## config.mk

```make
export PLATFORM = sky130hd
export DESIGN_NAME = elevator_scan_controller_flat
export DESIGN_NICKNAME = d
export VERILOG_FILES = /design/src/rtl/elevator_scan_controller_pkg.sv /design/src/rtl/elevator_scan_controller_if.sv /design/src/rtl/elevator_scan_controller_timer.sv /design/src/rtl/elevator_scan_controller.sv /design/src/flat_wrapper.sv
export SDC_FILE = /design/constraint.sdc
export NUM_CORES = 1
export LEC_CHECK = 0
export ABC_AREA = 1
export CORE_UTILIZATION = 33
export CTS_CLUSTER_DIAMETER = 30
export CTS_CLUSTER_SIZE = 40
export DETAILED_ROUTE_END_ITERATION = 12
export MAX_ROUTING_LAYER = met4
export PLACE_DENSITY_LB_ADDON = 0.2
export SLEW_MARGIN = 25
export SYNTH_ARGS = -nofsm -noshare
export SYNTH_HDL_FRONTEND = slang
export SYNTH_SLANG_ARGS = --single-unit
```

## constraint.sdc

```tcl
create_clock -name clk -period 3.8 [get_ports clk]
set_input_delay 0.38 -clock clk [delete_from_list [all_inputs] [get_ports clk]]
set_output_delay 0.38 -clock clk [all_outputs]
set_load 0.1 [all_outputs]
```

## src/rtl/elevator_scan_controller_pkg.sv

```systemverilog
// Shared state encoding and pending-mask helpers for the SCAN elevator controller.
package elevator_pkg;

  localparam int MAX_FLOORS = 16;

  typedef enum logic [1:0] {
    IDLE      = 2'b00,
    DOOR_OPEN = 2'b01,
    MOVE_UP   = 2'b10,
    MOVE_DOWN = 2'b11
  } state_t;

  // Floors strictly above 'floor' that exist in an n-floor building.
  function automatic logic [MAX_FLOORS-1:0] above_mask(input int n, input int floor);
    logic [MAX_FLOORS-1:0] m;
    for (int i = 0; i < MAX_FLOORS; i++) m[i] = (i < n) && (i > floor);
    return m;
  endfunction

  function automatic logic [MAX_FLOORS-1:0] below_mask(input int n, input int floor);
    logic [MAX_FLOORS-1:0] m;
    for (int i = 0; i < MAX_FLOORS; i++) m[i] = (i < n) && (i < floor);
    return m;
  endfunction

endpackage

```

## src/rtl/elevator_scan_controller_if.sv

```systemverilog
// Floor call request bus from the ui_in decode into the controller.
interface elevator_scan_controller_if #(parameter int FLOOR_W = 4);
  logic               req_valid;
  logic [FLOOR_W-1:0] req_floor;

  modport master (output req_valid, output req_floor);
  modport slave  (input  req_valid, input  req_floor);
endinterface

```

## src/rtl/elevator_scan_controller_timer.sv

```systemverilog
// Shared up-counter; done pulses on the last cycle before terminal and the count wraps to 0.
module elevator_timer #(
  parameter int CNT_W = 32
) (
  input  logic             clk,
  input  logic             rst_n,
  input  logic             clear,
  input  logic             enable,
  input  logic [CNT_W-1:0] term,
  output logic             done
);

  logic [CNT_W-1:0] cnt;

  assign done = enable && !clear && (cnt == term - CNT_W'(1));

  always_ff @(posedge clk or posedge rst_n) begin
    if (rst_n)           cnt <= '0;
    else if (clear)      cnt <= '0;
    else if (done)       cnt <= '0;
    else if (enable)     cnt <= cnt + CNT_W'(1);
  end

endmodule

```

## src/rtl/elevator_scan_controller.sv

```systemverilog
// SCAN-ordered elevator controller: latches calls, times floor travel and door dwell.
module elevator_scan_controller
  import elevator_pkg::*;
#(
  parameter int NUM_FLOORS   = 8,
  parameter int FLOOR_W      = 4,
  parameter int TRAVEL_TICKS = 10_000_000,
  parameter int DOOR_TICKS   = 20_000_000,
  parameter int CNT_W        = 32
) (
  input  logic                      clk,
  input  logic                      rst_n,
  elevator_scan_controller_if.slave req,
  output logic [FLOOR_W-1:0]        current_floor,
  output logic                      dir_up,
  output logic                      moving,
  output logic                      door_open,
  output logic                      idle,
  output logic [NUM_FLOORS-1:0]     pending
);

  state_t                state, state_nxt;
  logic [FLOOR_W-1:0]    floor_nxt, nf;
  logic                  dir_nxt;
  logic [NUM_FLOORS-1:0] pending_nxt, req_bits, clr_bits, cur_bit, nf_bit;
  logic [MAX_FLOORS-1:0] am_c, bm_c, am_n, bm_n;
  logic                  req_ok, req_here, stationary;
  logic                  above, below, above_n, below_n, here_pend, nf_pend, ahead_n, behind_n;
  logic                  tmr_clear, tmr_en, tmr_done;
  logic [CNT_W-1:0]      tmr_term;

  assign stationary = (state == IDLE) || (state == DOOR_OPEN);
  assign req_ok     = req.req_valid && (32'(req.req_floor) < NUM_FLOORS);
  assign req_here   = req_ok && (req.req_floor == current_floor);
  assign nf         = (state == MOVE_DOWN) ? current_floor - FLOOR_W'(1)
                                           : current_floor + FLOOR_W'(1);

  always_comb begin
    for (int i = 0; i < NUM_FLOORS; i++) begin
      req_bits[i] = req_ok && (32'(req.req_floor) == i) && !(stationary && req_here);
      cur_bit[i]  = (32'(current_floor) == i);
      nf_bit[i]   = (32'(nf) == i);
    end
  end

  assign am_c = above_mask(NUM_FLOORS, 32'(current_floor));
  assign bm_c = below_mask(NUM_FLOORS, 32'(current_floor));
  assign am_n = above_mask(NUM_FLOORS, 32'(nf));
  assign bm_n = below_mask(NUM_FLOORS, 32'(nf));

  assign above     = |(pending & am_c[NUM_FLOORS-1:0]);
  assign below     = |(pending & bm_c[NUM_FLOORS-1:0]);
  assign above_n   = |(pending & am_n[NUM_FLOORS-1:0]);
  assign below_n   = |(pending & bm_n[NUM_FLOORS-1:0]);
  assign here_pend = |(pending & cur_bit);
  assign nf_pend   = |(pending & nf_bit);
  assign ahead_n   = (state == MOVE_UP) ? above_n : below_n;
  assign behind_n  = (state == MOVE_UP) ? below_n : above_n;
  assign tmr_term  = (state == MOVE_UP || state == MOVE_DOWN) ? CNT_W'(TRAVEL_TICKS)
                                                              : CNT_W'(DOOR_TICKS);

  always_comb begin
    state_nxt = state;
    floor_nxt = current_floor;
    dir_nxt   = dir_up;
    clr_bits  = '0;
    tmr_clear = 1'b0;
    tmr_en    = 1'b0;
    case (state)
      IDLE: begin
        tmr_clear = 1'b1;
        if (here_pend || req_here) begin
          state_nxt = DOOR_OPEN;
          clr_bits  = cur_bit;
        end else if (above && (dir_up || !below)) begin
          state_nxt = MOVE_UP;
          dir_nxt   = 1'b1;
        end else if (below) begin
          state_nxt = MOVE_DOWN;
          dir_nxt   = 1'b0;
        end
      end
      MOVE_UP, MOVE_DOWN: begin
        tmr_en = 1'b1;
        if (tmr_done) begin
          floor_nxt = nf;
          if (nf_pend) begin
            state_nxt = DOOR_OPEN;
            clr_bits  = nf_bit;
          end else if (!ahead_n) begin
            if (behind_n) begin
              state_nxt = (state == MOVE_UP) ? MOVE_DOWN : MOVE_UP;
              dir_nxt   = (state == MOVE_DOWN);
            end else begin
              state_nxt = IDLE;
            end
          end
        end
      end
      DOOR_OPEN: begin
        tmr_en    = 1'b1;
        tmr_clear = req_here;
        if (tmr_done) begin
          if (above && (dir_up || !below)) begin
            state_nxt = MOVE_UP;
            dir_nxt   = 1'b1;
          end else if (below) begin
            state_nxt = MOVE_DOWN;
            dir_nxt   = 1'b0;
          end else begin
            state_nxt = IDLE;
          end
        end
      end
      default: state_nxt = IDLE;
    endcase
  end

  // Clear wins over a simultaneous set of the same bit: the car is already there.
  assign pending_nxt = (pending | req_bits) & ~clr_bits;

  always_ff @(posedge clk or posedge rst_n) begin
    if (rst_n) begin
      state         <= IDLE;
      current_floor <= '0;
      dir_up        <= 1'b1;
      pending       <= '0;
    end else begin
      state         <= state_nxt;
      current_floor <= floor_nxt;
      dir_up        <= dir_nxt;
      pending       <= pending_nxt;
    end
  end

  assign idle      = (state == IDLE);
  assign moving    = (state == MOVE_UP) || (state == MOVE_DOWN);
  assign door_open = (state == DOOR_OPEN);

  elevator_timer #(.CNT_W(CNT_W)) u_timer (
    .clk    (clk),
    .rst_n  (rst_n),
    .clear  (tmr_clear),
    .enable (tmr_en),
    .term   (tmr_term),
    .done   (tmr_done)
  );

endmodule

```

## src/flat_wrapper.sv

```systemverilog
// flat-port wrapper written by rule: the top's interface ports become plain ports
module elevator_scan_controller_flat import elevator_pkg::*;
#(
  parameter int NUM_FLOORS   = 8,
  parameter int FLOOR_W      = 4,
  parameter int TRAVEL_TICKS = 10_000_000,
  parameter int DOOR_TICKS   = 20_000_000,
  parameter int CNT_W        = 32
)
  (clk, rst_n, current_floor, dir_up, moving, door_open, idle, pending, req_req_valid, req_req_floor);
  elevator_scan_controller_if #(.FLOOR_W(FLOOR_W)) req_i ();
  input  logic clk;
  input  logic rst_n;
  output logic [FLOOR_W-1:0] current_floor;
  output logic dir_up;
  output logic moving;
  output logic door_open;
  output logic idle;
  output logic [NUM_FLOORS-1:0] pending;
  input wire logic [$bits(req_i.req_valid)-1:0] req_req_valid;
  input wire logic [$bits(req_i.req_floor)-1:0] req_req_floor;
  assign req_i.req_valid = req_req_valid;
  assign req_i.req_floor = req_req_floor;
  elevator_scan_controller #(.NUM_FLOORS(NUM_FLOORS), .FLOOR_W(FLOOR_W), .TRAVEL_TICKS(TRAVEL_TICKS), .DOOR_TICKS(DOOR_TICKS), .CNT_W(CNT_W)) u_core (.clk(clk), .rst_n(rst_n), .req(req_i), .current_floor(current_floor), .dir_up(dir_up), .moving(moving), .door_open(door_open), .idle(idle), .pending(pending));
endmodule
```

Word-level counts from Yosys, hierarchy flattened
Cells that the tools add are included.
Storage, ports and cells
  bits in registers: 47
  bits of input ports: 7
  output and inout bits: 16
  logic and storage cells: 162
Operators by class
  $add $sub $neg: 4
  $lt $le $gt $ge: 31
  equal/unequal tests: 34
  muxes and demuxes: 34
  bitwise logic cells: 9
  reductions and logical operators: 45
Operators by type and width (number)
  2-to-1 mux 32 bit: 3
  bitwise AND 8 bit: 7
  equality test 4 x 3 -> 1 bit, second input constant: 12
  OR reduction 8 bit: 6
  adder 32 x 1 -> 32 bit, second input constant: 1
  equality test 32 bit: 1
  greater-than comparator 3 x 4 -> 1 bit, first input constant: 8
  less-than comparator 3 x 4 -> 1 bit, first input constant: 8
  subtractor 32 x 1 -> 32 bit, second input constant: 1
  2-to-1 mux 25 bit: 1
  equality test 4 x 2 -> 1 bit, second input constant: 6
  2-to-1 mux 8 bit: 3
  logical AND 1 bit: 22
  2-to-1 mux 2 bit: 10
  greater-than comparator 2 x 4 -> 1 bit, first input constant: 4
  less-than comparator 1 x 4 -> 1 bit, first input constant: 4
  less-than comparator 2 x 4 -> 1 bit, first input constant: 4
  one-hot mux 8 bit (2 select lines): 1
  equality test 4 x 1 -> 1 bit, second input constant: 3
  logical NOT 4 bit: 3
  2-to-1 mux 1 bit: 12
  greater-than comparator 1 x 4 -> 1 bit, first input constant: 2
  inverter 8 bit: 1
  bitwise OR 8 bit: 1
  23 further kinds: 33

Depth between registers and ports, before layout
Gate-level depths: netlist of run 1.
  word-level depth: 11
  depth in mapped cells: 20
  mapped depth without buffers: 19

By module
A second synthesis of run 1 with hierarchy kept.
Second synthesis, totals
  cells, all modules: 967
  area total of the unflattened synthesis: 5629.1 µm²
Modules (own cells, without submodules)
  elevator_timer: times used 1, cells each 667, area each 3893.7 µm², seq. area each 800.8 µm²
  elevator_scan_controller: times used 1, cells each 300, area each 1735.4 µm², seq. area each 376.6 µm²

Least setup slack after synthesis of run 1
Ideal clock, no wire load.
  path type: register to register
  start: register u_core.state[1]
  end: register u_core.u_timer.cnt[0]
  library setup time: 72 ps
  arrival: 2991 ps
  required time: 3728 ps
  setup slack: 737 ps
  cell stages (with the launch flop): 10
  path buffers: 2
  cell sequence: dfrtp_1 -> buf_6 -> nor2_1 -> inv_1 -> nand2_2 -> nor2_2 -> nor2_4 -> nand2_2 -> buf_2 -> nor2_1
On the way
  elaborated cells on any way between the ends: 17
  those cells by class: add/sub (1); eq/ne (4); mux (5); reduce/logical (7)
RTL lines
  start: declaration: line elevator_scan_controller.sv:22  | state_t state, state_nxt;
  start signal: assignment: line elevator_scan_controller.sv:129  | state <= state_nxt;
  logical NOT 2 bit *
  via idle: line flat_wrapper.sv:18  | output logic idle;
  one-hot mux 1 bit (2 select lines) *: line elevator_scan_controller.sv:69  | case (state)
  logical NOT 1 bit: line elevator_scan_controller_timer.sv:15  | assign done = enable && !clear && (cnt == term - CNT_W'(1));
  logical AND 1 bit (2 in a row): line elevator_scan_controller_timer.sv:15
  2-to-1 mux 32 bit: line elevator_scan_controller_timer.sv:20  | else if (done) cnt <= '0;
  2-to-1 mux 32 bit: line elevator_scan_controller_timer.sv:19  | else if (clear) cnt <= '0;
  end signal: assignment: line elevator_scan_controller_timer.sv:21  | else if (enable) cnt <= cnt + CNT_W'(1);
  end: declaration: line elevator_scan_controller_timer.sv:13  | logic [CNT_W-1:0] cnt;
The timed path passes the listed nets; every way through them passes the cells marked *.
A chain may end at the register's enable or synchronous reset.

Worst setup path after layout of run 1
  start: register u_core.current_floor[0]
  end: register u_core.pending[4]
On the way
  longest elaborated chain between the ends: 10
  elaborated cells on any way between the ends: 40
  those cells by class: add/sub (2); eq/ne (15); mux (6); bitwise (5); reduce/logical (12)
Ends and longest elaborated chain
  start: declaration: line elevator_scan_controller.sv:14  | output logic [FLOOR_W-1:0] current_floor,
  start signal: assignment: line elevator_scan_controller.sv:130  | current_floor <= floor_nxt;
  adder 4 x 1 -> 4 bit, or another cell as far along: line elevator_scan_controller.sv:36  | : current_floor + FLOOR_W'(1);
  2-to-1 mux 4 bit / logical AND 1 bit (equally long branches): line elevator_scan_controller.sv:35, elevator_scan_controller.sv:34
  equality test 4 x 1 -> 1 bit, or another cell as far along: line elevator_scan_controller.sv:42  | nf_bit[i] = (32'(nf) == i);
  bitwise AND 8 bit / logical NOT 1 bit (equally long branches): line elevator_scan_controller.sv:56, elevator_scan_controller_timer.sv:15
  OR reduction 8 bit / logical AND 1 bit (equally long branches): line elevator_scan_controller.sv:56, elevator_scan_controller_timer.sv:15
  2-to-1 mux 8 bit / logical AND 1 bit (equally long branches): line elevator_scan_controller.sv:87, elevator_scan_controller_timer.sv:15
  2-to-1 mux 8 bit: line elevator_scan_controller.sv:85  | if (tmr_done) begin
  one-hot mux 8 bit (2 select lines): line elevator_scan_controller.sv:69
  inverter 8 bit: line elevator_scan_controller.sv:120  | assign pending_nxt = (pending | req_bits) & ~clr_bits;
  bitwise AND 8 bit *: line elevator_scan_controller.sv:120
  via u_core.pending_nxt[4]: line elevator_scan_controller.sv:25  | logic [NUM_FLOORS-1:0] pending_nxt, req_bits, clr_bits, cur_bit, nf_bit;
  end signal: assignment: line elevator_scan_controller.sv:132  | pending <= pending_nxt;
  end: declaration: line elevator_scan_controller.sv:19  | output logic [NUM_FLOORS-1:0] pending
Marks and branches as above.

==> out/summary.txt, run 1 <==
Port buffer count -> 22
Number of cell rows -> 39
Overall fraction of global-route tracks in use -> 21.2%
Yosys reg bits -> 47
CTS root buffer -> clkbuf_16
Area share of fa/ha/maj cells after synthesis -> 1.62%
Final critical-path share of the clock period -> 72.6%
Total power divided by cell area -> 543 nW/um^2
Worst setup timing slack at the placement stage -> 0.882 ns
Mux contribution to synthesized area -> 0%
Layout Area Growth over Synthesis -> 11.8%
Top-level I/O count -> 23
XOR/XNOR Fraction of Synth Area -> 5.20%
Worst path slowest cell -> dfrtp_1
Post-synthesis area per instance -> 6.53 sq um
Synthesized cell area -> 3870 sq um
Type of the worst setup path -> flip-flop to flip-flop
Category of the worst setup path capture point -> flip-flop
Most common library cell in the layout ignoring fill and taps -> nand2_1
Data arrival time of the critical path -> 2.93 ns
Post-Synthesis Net Count -> 605
Drt drc -> 0
Type of element launching the critical path -> flip-flop
Fraction of layout cells with a size suffix above 1 -> 7.89%
Final clock skew -> 0.00473 ns
Antenna Nets Post-Route -> 0
Final critical delay including setup and external delays -> 2.76 ns
Num CTS Buffers -> 5
Post-synthesis simple-gate area fraction -> 45.6%
Slew margin rel. -> 35.0%
Post-synthesis instance total -> 593
RSZ-0062 raised after global routing -> no
Remaining global-route overflow -> 0
Endpoints failing setup -> 0
Highest-count cells in the layout ignoring fill and taps -> nand2_1, nor2_1, inv_1
Number of gates resized after cts -> 0
Leak -> 1.95 nW
Cell-by-cell listing of the critical path -> inv_2 -> ha_1 -> inv_1 -> nand2_1 -> nand2_1 -> nand2_1 -> nand2_2 -> nor2_1 -> nand4_1 -> nand2_1 -> nor2_1 -> nand2_1 -> nand3_2 -> o22ai_1 -> nor2_1
GP Congestion -> 0.937
Largest net degree at the start of global routing -> 48
WL final -> 11500 um
Hold/Removal Path Class -> flip-flop to flip-flop
Fill cell instance count of the final layout -> 1266
CTS tree -> yes
Via/cell ratio -> 5.26
Setup repair bufs after CTS -> 0
CTS hold repair buffers -> 0
Critical path peak fanout -> 16
Die area -> 12200 sq um
Average wire per standard cell -> 15.3 um
Transition time of the tightest slew-check pin -> 0.972 ns
Clock transition at the registers of the reported paths -> 0.07 ns
Antenna violations before repair -> 0
Die Width -> 110 um
Number of sinks driven by the clock tree -> 47
# Max-Cap Violations -> 0
Dominant combinational cell family by area after synthesis -> simple AND/OR/NAND/NOR gates
Setup TNS -> 0 ns
Drt initial violations -> 326
Delay contributed by the slowest stage of the critical path -> 0.47 ns
NumNets Final -> 619
Result of the run -> completed
Wire length of the first global-routing pass -> 19300 um
Library cell appearing most often on the critical path -> nand2_1
Sequential-to-total area share from yosys stat -> 30.4%
Sum of net half-perimeters after detailed placement -> 8710 um
Via count -> 3953
Number of H-tree branching levels -> 2
Worst-case clock buffer depth -> 2
Die boundary height -> 110 um
Fmax achieved -> 0.363 GHz
Data required time of the critical path -> 3.98 ns
Length of the first detailed-routing pass in iterations -> 5
Max Transition Viols Final -> 0
Compound-gate portion of the synthesized area -> 7.17%
Final Hold Fails -> 0
Final worst slack -> 1.04 ns
Synth Warn # -> 0
Initial core utilization -> 33.9%
Distinct cell type count of the synthesized netlist -> 39
Placeable core area -> 11400 sq um
Worst VDD drop -> 0.000532 V
ANT cells -> 0
Latest clock arrival within the worst-skew pair -> 0.29 ns
Vias in the first global route -> 3935
-- worst paths after layout --
path | slack [ns] | depth (start not counted) | endpoint | start
max | 1.04 | 15 | u_core.pending[4] | u_core.current_floor[0]
min | 0.47 | 1 | u_core.u_timer.cnt[0] | u_core.u_timer.cnt[0]
max reg2reg | 1.04 | 15 | u_core.pending[4] | u_core.current_floor[0]
min reg2reg | 0.47 | 1 | u_core.u_timer.cnt[0] | u_core.u_timer.cnt[0]
max in group asynchronous | 2.86 | 2 | u_core.u_timer.cnt[29] | rst_n
min in group asynchronous | 0.53 | 2 | u_core.u_timer.cnt[10] | rst_n
-- where the power goes --
group / total, mW / leakage (nW) / switching [mW] / internal [mW]
combinational: 1.17 / 1.25 / 0.862 / 0.306
clock: 0.522 / 0.0868 / 0.194 / 0.328
sequential: 0.660 / 0.613 / 0.105 / 0.555
-- kinds of logic (layout without fill, tap and decap cells) --
| kind of cell | after synthesis | in the layout |
|---|---|---|
| and+or+nand+nor | 384 | 384 |
| DFF | 47 | 47 |
| buffers and inverters | 87 | 102 |
| AOI/OAI and AO/OA | 47 | 47 |
| adders and majority gates | 5 | 5 |
| xor gates and xnor gates | 23 | 23 |
-- per-layer routing --
layer	global-route usage, %	part of all wire, %	up-vias
met2	35.0	48	116
li1	-	-	1977
met1	26.4	45	1838
met5	-	0	-
met4	8.36	3.3	0
met3	2.53	3.9	22
-- layout make-up --
type                       instances  area [sq um]  area share (%)
clock inverter                     2          35.0           0.809
timing repair buffer              23           220            5.09
tap                              143           179            4.13
sequential                        47          1180            27.2
multi-input combinational        459          2310            53.3
clock buffer                       6           139            3.21
inverter                          71           269            6.22
-- critical path, delay by kind of cell, from the launching register on --
kind	cells	cell delay (ns)
AOI/OAI and AO/OA	1	0.24
and+or+nand+nor	11	1.22
adders and majority gates	1	0.31
DFF	1	0.47
buffers and inverters	2	0.39
-- sequential cells by signal (all words and copies together), names as in the netlist --
name and count:
u_core.u_timer.cnt 32, u_core.state 2, u_core.current_floor 4, u_core.dir_up 1, u_core.pending 8
-- cell usage after synthesis (all sizes together) --
cell,n,area share [%]
inv,71,6.9
clkbuf,4,0.39
nand3,49,6.8
a31oi,1,0.16
nand4,24,3.9
o21ai,12,1.6
a211oi,2,0.39
xor2,17,3.8
dfstp,1,0.68
o211ai,3,0.58
nand2,155,16
nor2,104,11
o21a,2,0.39
and3,1,0.16
o22ai,8,1.3
nor3b,1,0.19
dfrtp,46,30
o21bai,1,0.19
o221ai,1,0.23
nor4,16,3.3
a21oi,17,2.3
ha,5,1.6
nor3,34,4.5
buf,12,2.7
xnor2,6,1.4
-- metrics by stage --
step	total power [mW]	hold WS (ns)	utilization, %	area, sq um	cells
2_1_floorplan	1.61	0.432	-	3870	593
3_3_place_gp	1.84	0.450	36.4	4150	743
3_5_place_dp	1.84	0.465	36.4	4150	743
4_1_cts	2.37	0.475	37.9	4330	751
5_1_grt	2.52	0.499	37.9	4330	751
6_report	2.35	0.470	37.9	4330	751
No activity file was read; power rests on OpenSTA's default activity.
==> inputs of run 2 (changes only) <==
==> constraint.sdc (replaced) <==
create_clock -name clk -period 2.3 [get_ports clk]
set_input_delay 0.23 -clock clk [delete_from_list [all_inputs] [get_ports clk]]
set_output_delay 0.23 -clock clk [all_outputs]
set_load 0.1 [all_outputs]
==> out/summary.txt, run 2 (synthesis results as in run 1) <==
Result of the run -> completed
Type of element launching the critical path -> flip-flop
Non-filler instance count after layout -> 798
Latest clock arrival within the worst-skew pair -> 0.29 ns
Data required time of the critical path -> 2.48 ns
NumNets Final -> 666
Cell Count Post-Placement -> 787
Via count -> 4150
Top register by number of flip-flops -> u_core.u_timer.cnt
Via/cell ratio -> 5.20
Die area -> 12200 sq um
Layout Area Growth over Synthesis -> 24.3%
Die Width -> 110 um
Final Hold Fails -> 0
Length of the first detailed-routing pass in iterations -> 5
Initial core utilization -> 33.9%
RSZ-0062 raised after global routing -> yes
Wire length of the first global-routing pass -> 19500 um
Antenna violations before repair -> 0
Number of H-tree branching levels -> 2
Final worst slack -> 0.0707 ns
Top-level I/O count -> 23
Type of the worst setup path -> flip-flop to flip-flop
Num CTS Buffers -> 5
Cell-by-cell listing of the critical path -> inv_4 -> ha_4 -> inv_1 -> nand2_1 -> nand2_1 -> nand2_1 -> nand2_2 -> buf_12 -> o211ai_1 -> nand2_1 -> nor2_1 -> nand2_1 -> nand2_1 -> nand2_2 -> nand2_1 -> nand3_1 -> nand2_1 -> nand2_1
Setup TNS -> 0 ns
Vias in the first global route -> 3875
Library cell appearing most often on the critical path -> nand2_1
Worst VDD drop -> 0.000842 V
# Max-Cap Violations -> 0
Drt initial violations -> 338
Placeable core area -> 11400 sq um
WL final -> 11900 um
Leak -> 2.21 nW
Worst setup timing slack at the placement stage -> -0.00458 ns
Drt drc -> 0
Number of sinks driven by the clock tree -> 47
Average wire per standard cell -> 14.9 um
Total power divided by cell area -> 875 nW/um^2
Final critical delay including setup and external delays -> 2.23 ns
CTS hold repair buffers -> 0
Hold/Removal Path Class -> primary input to asynchronous set/reset pin
Largest registers ranked by flip-flop count -> u_core.u_timer.cnt: 32 flops, u_core.pending: 8 flops, u_core.current_floor: 4 flops
CTS tree -> yes
Delay contributed by the slowest stage of the critical path -> 0.51 ns
Worst R2R Path Depth -> 18
GP Congestion -> 0.964
Final critical-path share of the clock period -> 96.9%
Endpoints failing setup -> 0
Max Transition Viols Final -> 0
CTS root buffer -> clkbuf_16
Worst path slowest cell -> dfrtp_4
Clock transition at the registers of the reported paths -> 0.07 ns
Final clock skew -> 0.00922 ns
Fraction of layout cells with a size suffix above 1 -> 20.3%
Cell area reported after detailed placement -> 4570 sq um
Post-route standard cell area excluding fillers -> 4810 sq um
Category of the worst setup path capture point -> flip-flop
Combined area of the multi-input logic cells -> 2430 sq um
Data arrival time of the critical path -> 2.41 ns
Critical path peak fanout -> 14
Overall fraction of global-route tracks in use -> 21.6%
Transition time of the tightest slew-check pin -> 0.803 ns
Remaining global-route overflow -> 0
ANT cells -> 0
Port buffer count -> 22
Worst-case clock buffer depth -> 2
Antenna Nets Post-Route -> 0
Seq. cell area -> 1190 sq um
Slew margin rel. -> 46.0%
Max reg flops -> 32
Die boundary height -> 110 um
Fill cell instance count of the final layout -> 1249
Sum of net half-perimeters after detailed placement -> 9410 um
Largest net degree at the start of global routing -> 25
Most common library cell in the layout ignoring fill and taps -> nand2_1
Power Total -> 4.21 mW
Number of cell rows -> 39
Highest-count cells in the layout ignoring fill and taps -> nand2_1, nor2_1, inv_1
Fmax achieved -> 0.449 GHz
## run 2: cell count changes in the layout (fill, tap and decap cells not counted), sizes merged
cell / before / now
clkbuf: 6 / 8
bufinv: 1 / 0
clkinv: 1 / 0
clkdlybuf4s50: 19 / 6
buf: 4 / 64
## run 2: final cells by class
type                       instances  share of cell area (%)
inverter                          71                    5.59
sequential                        47                    24.7
tap                              143                    3.72
timing repair buffer              70                    12.7
multi-input combinational        459                    50.5
clock buffer                       8                    2.83
## run 2: per-layer routing
layer / GRT usage [%] / routed length (um) / part of all wire [%] / up-vias
li1: - / - / - / 2073
met1: 28.1 / 5520 / 46 / 1948
met2: 34.7 / 5610 / 47 / 113
met3: 3.06 / 538 / 4.5 / 16
met4: 6.67 / 212 / 1.8 / 0
met5: - / 0 / 0 / -
## run 2: path summary, 6_finish.rpt
path,from,end,slack (ns)
worst min register to register,u_core.u_timer.cnt[0],u_core.u_timer.cnt[0],0.46
worst max-delay path,u_core.current_floor[0],u_core.state[1],0.07
min in group clk,u_core.u_timer.cnt[0],u_core.u_timer.cnt[0],0.46
worst min-delay path,rst_n,u_core.current_floor[1],0.32
worst max register to register,u_core.current_floor[0],u_core.state[1],0.07
max in group asynchronous,rst_n,u_core.u_timer.cnt[4],1.44
## run 2: what timing repair did
action / CTS / global route
setup endpoints to repair: 0 / 28
gates resized for setup: 0 / 20
setup buffers: 0 / 3
## run 2: power breakdown
| group | internal [mW] | leakage, nW | switching (mW) | total, mW |
|---|---|---|---|---|
| sequential | 0.920 | 0.607 | 0.151 | 1.07 |
| combinational | 0.840 | 1.54 | 1.59 | 2.43 |
| clock | 0.405 | 0.0652 | 0.303 | 0.708 |
| total | 2.17 | 2.21 | 2.05 | 4.21 |
## run 2: metrics by stage
stage,hold WS (ns),util (%)
2_1_floorplan,0.432,-
3_3_place_gp,0.452,40.1
3_5_place_dp,0.460,40.1
4_1_cts,0.336,41.3
5_1_grt,0.372,42.2
6_report,0.318,42.2
## run 2: critical path, delay by kind of cell (launching register included)
family / cells / cell delay, ns
flip-flops: 1 / 0.51
buffers and inverters: 3 / 0.34
adder cells (fa/ha/maj): 1 / 0.16
AO/OA/AOI/OAI: 1 / 0.15
AND/OR/NAND/NOR: 13 / 0.95
==> inputs of run 3 (changes only) <==
--- a/config.mk
+++ b/config.mk
@@ -10,9 +10,11 @@
 export CTS_CLUSTER_DIAMETER = 30
 export CTS_CLUSTER_SIZE = 40
 export DETAILED_ROUTE_END_ITERATION = 12
+export HOLD_SLACK_MARGIN = 0.05
 export MAX_ROUTING_LAYER = met4
 export PLACE_DENSITY_LB_ADDON = 0.2
 export SLEW_MARGIN = 25
 export SYNTH_ARGS = -nofsm -noshare
 export SYNTH_HDL_FRONTEND = slang
+export SYNTH_HIERARCHICAL = 1
 export SYNTH_SLANG_ARGS = --single-unit
==> out/summary.txt, run 3 <==
Num CTS Buffers -> 5
Die area -> 17600 sq um
Worst hold margin -> 0.357 ns
Total power divided by cell area -> 388 nW/um^2
Drt drc -> 0
Post-synthesis area per instance -> 5.82 sq um
Worst setup timing slack at the placement stage -> -0.0817 ns
Layout Area Growth over Synthesis -> 32.6%
Highest-count cells in the layout ignoring fill and taps -> nand2_1, nor2_1, buf_4
Top register by number of flip-flops -> u_core/u_timer/cnt
Sum of net half-perimeters after detailed placement -> 14900 um
Transition time of the tightest slew-check pin -> 0.714 ns
Fraction of layout cells with a size suffix above 1 -> 20.6%
Clock transition at the registers of the reported paths -> 0.07 ns
CTS root buffer -> clkbuf_16
Leak -> 3.96 nW
Antenna violations before repair -> 0
Endpoints failing setup -> 6
Wire length of the first global-routing pass -> 30900 um
Remaining global-route overflow -> 0
Number of flops mapped to enable cells by yosys -> 0
Largest net degree at the start of global routing -> 33
Vias in the first global route -> 5824
Latest clock arrival within the worst-skew pair -> 0.30 ns
Max Transition Viols Final -> 0
Number of sinks driven by the clock tree -> 47
Port buffer count -> 22
Most Used Layer, Global Route -> met1
Overall fraction of global-route tracks in use -> 22.9%
Slew margin rel. -> 52.3%
Worst-case clock buffer depth -> 2
Yosys reg bits -> 47
Primary FF master, synth -> dfrtp_1
Power Total -> 2.89 mW
Via/cell ratio -> 4.73
Placeable core area -> 16600 sq um
WL final -> 18900 um
Critical path peak fanout -> 8
Antenna Nets Post-Route -> 0
Failing checks -> setup timing
Type of element launching the critical path -> flip-flop
Final critical-path share of the clock period -> 102%
# Max-Cap Violations -> 0
Number of H-tree branching levels -> 2
Category of the worst setup path capture point -> flip-flop
Final design utilization -> 44.9%
Register-to-register setup slack -> -0.05 ns
Sequential-to-total area share from yosys stat -> 20.9%
Synth Warn # -> 6
Initial core utilization -> 33.8%
Number of cell rows -> 47
Most area-hungry cell type in the Yosys netlist -> nand2_1
Final clock skew -> 0.00525 ns
Fmax achieved -> 0.426 GHz
Cell area reported after detailed placement -> 7080 sq um
Die boundary height -> 133 um
Post-route standard cell area excluding fillers -> 7460 sq um
Final Hold Fails -> 0
Length of the first detailed-routing pass in iterations -> 5
Synthesized cell area -> 5630 sq um
Top-level I/O count -> 23
Data required time of the critical path -> 2.49 ns
Async SR Flop Fraction -> 100%
CTS tree -> yes
Hold/Removal Path Class -> primary input to asynchronous set/reset pin
RSZ-0062 raised after global routing -> yes
Final critical delay including setup and external delays -> 2.35 ns
M3 GR Usage -> 3.30%
Global-route met2 utilization -> 32.3%
Most common library cell in the layout ignoring fill and taps -> nand2_1
Final worst slack -> -0.0461 ns
Die Width -> 133 um
GR met1 Demand/Resource -> 34.2%
Post-synthesis instance total -> 967
Result of the run -> finished with violations
Average wire per standard cell -> 13.9 um
ANT cells -> 0
Max reg flops -> 32
GP Congestion -> 0.946
Portion of synthesized cell area occupied by the leading cell type -> 21.3%
Leading cell types by total area after synthesis -> nand2_1, dfrtp_1, nor2_1
Largest registers ranked by flip-flop count -> u_core/u_timer/cnt: 32 flops, u_core/pending: 8 flops, u_core/current_floor: 4 flops
Type of the worst setup path -> flip-flop to flip-flop
Synth cell count leaders -> nand2_1, nor2_1, inv_1
Dominant cell by count in the synthesized netlist -> nand2_1
Distinct cell type count of the synthesized netlist -> 42
Drt initial violations -> 507
Worst VDD drop -> 0.000254 V
NumNets Final -> 1154
Data arrival time of the critical path -> 2.54 ns
Via count -> 6437
[run 3: changes by cell type after synthesis, sizes merged, moves of 9 or more]
cell and change:
nand3 +36, xor2 +28, nor2 +52, xnor2 +9, nand2 +178, nor3 -14, o21ai +9, inv +55
[run 3: final cells by class]
class / count / area, sq um
clock buffer: 6 / 139
tap: 220 / 275
clock inverter: 2 / 38.8
fill: 1794 / 9180
sequential: 47 / 1190
inverter: 126 / 478
timing repair buffer: 133 / 1090
multi-input combinational: 828 / 4250
[run 3: worst max-delay path, cell delays in order, from the launching register on]
cell      delay (ns)
dfrtp_1         0.42
buf_12          0.16
nor2_4          0.12
nand2_4         0.07
nor2_4          0.11
nand2_1         0.08
nand3b_1        0.11
nand2_1         0.06
nor2_1          0.09
nand2_1         0.07
nor2_1          0.12
nand3_2         0.15
nor2_4          0.14
inv_1           0.16
o32ai_1         0.32
nor2_1          0.07
[run 3: report_power, final]
group / switching, mW / total [mW] / internal, mW
logic: 0.626 / 0.960 / 0.333
clock network: 0.371 / 0.920 / 0.548
registers: 0.112 / 1.02 / 0.903
total: 1.11 / 2.89 / 1.79
[run 3: worst paths after layout]
path | from | to | depth (start not counted)
min reg2reg | u_core/dir_up | u_core/dir_up | 2
min | rst_n | u_core/u_timer/cnt[24] | 3
max in group asynchronous | rst_n | u_core/current_floor[0] | 2
min in group clk | u_core/dir_up | u_core/dir_up | 2
max | u_core/state[1] | u_core/pending[4] | 15
max reg2reg | u_core/state[1] | u_core/pending[4] | 15
[run 3: cells by family after synthesis]
kind of cell | share of synthesized area (%)
flip-flops | 20.9
AND/OR/NAND/NOR | 51.0
buffers and inverters | 11.3
XOR/XNOR | 9.34
other | 0.133
AO/OA/AOI/OAI | 5.98
adder cells (fa/ha/maj) | 1.33
[run 3: timing repair]
action	CTS	global route
pin swaps	2	6
buffers inserted	4	2
hold buffers	0	0
setup endpoints to repair	14	33
gates resized for setup	9	28
gates cloned	1	0
[run 3: metal layers]
| layer | wire length (um) | up-vias | share of wire, % |
|---|---|---|---|
| met4 | 180 | 0 | 0.95 |
| met1 | 9950 | 2936 | 53 |
| met3 | 958 | 14 | 5.1 |
| met5 | 0 | - | 0 |
| met2 | 7810 | 143 | 41 |
| li1 | - | 3344 | - |
[run 3: per-stage QoR]
step / instances / setup TNS, ns
finish: 1362 / -0.117
global route: 1362 / -2.41
CTS: 1360 / -0.00231
detailed placement: 1347 / -0.732
global placement: 1347 / -0.172
floorplan: 1026 / -0.146
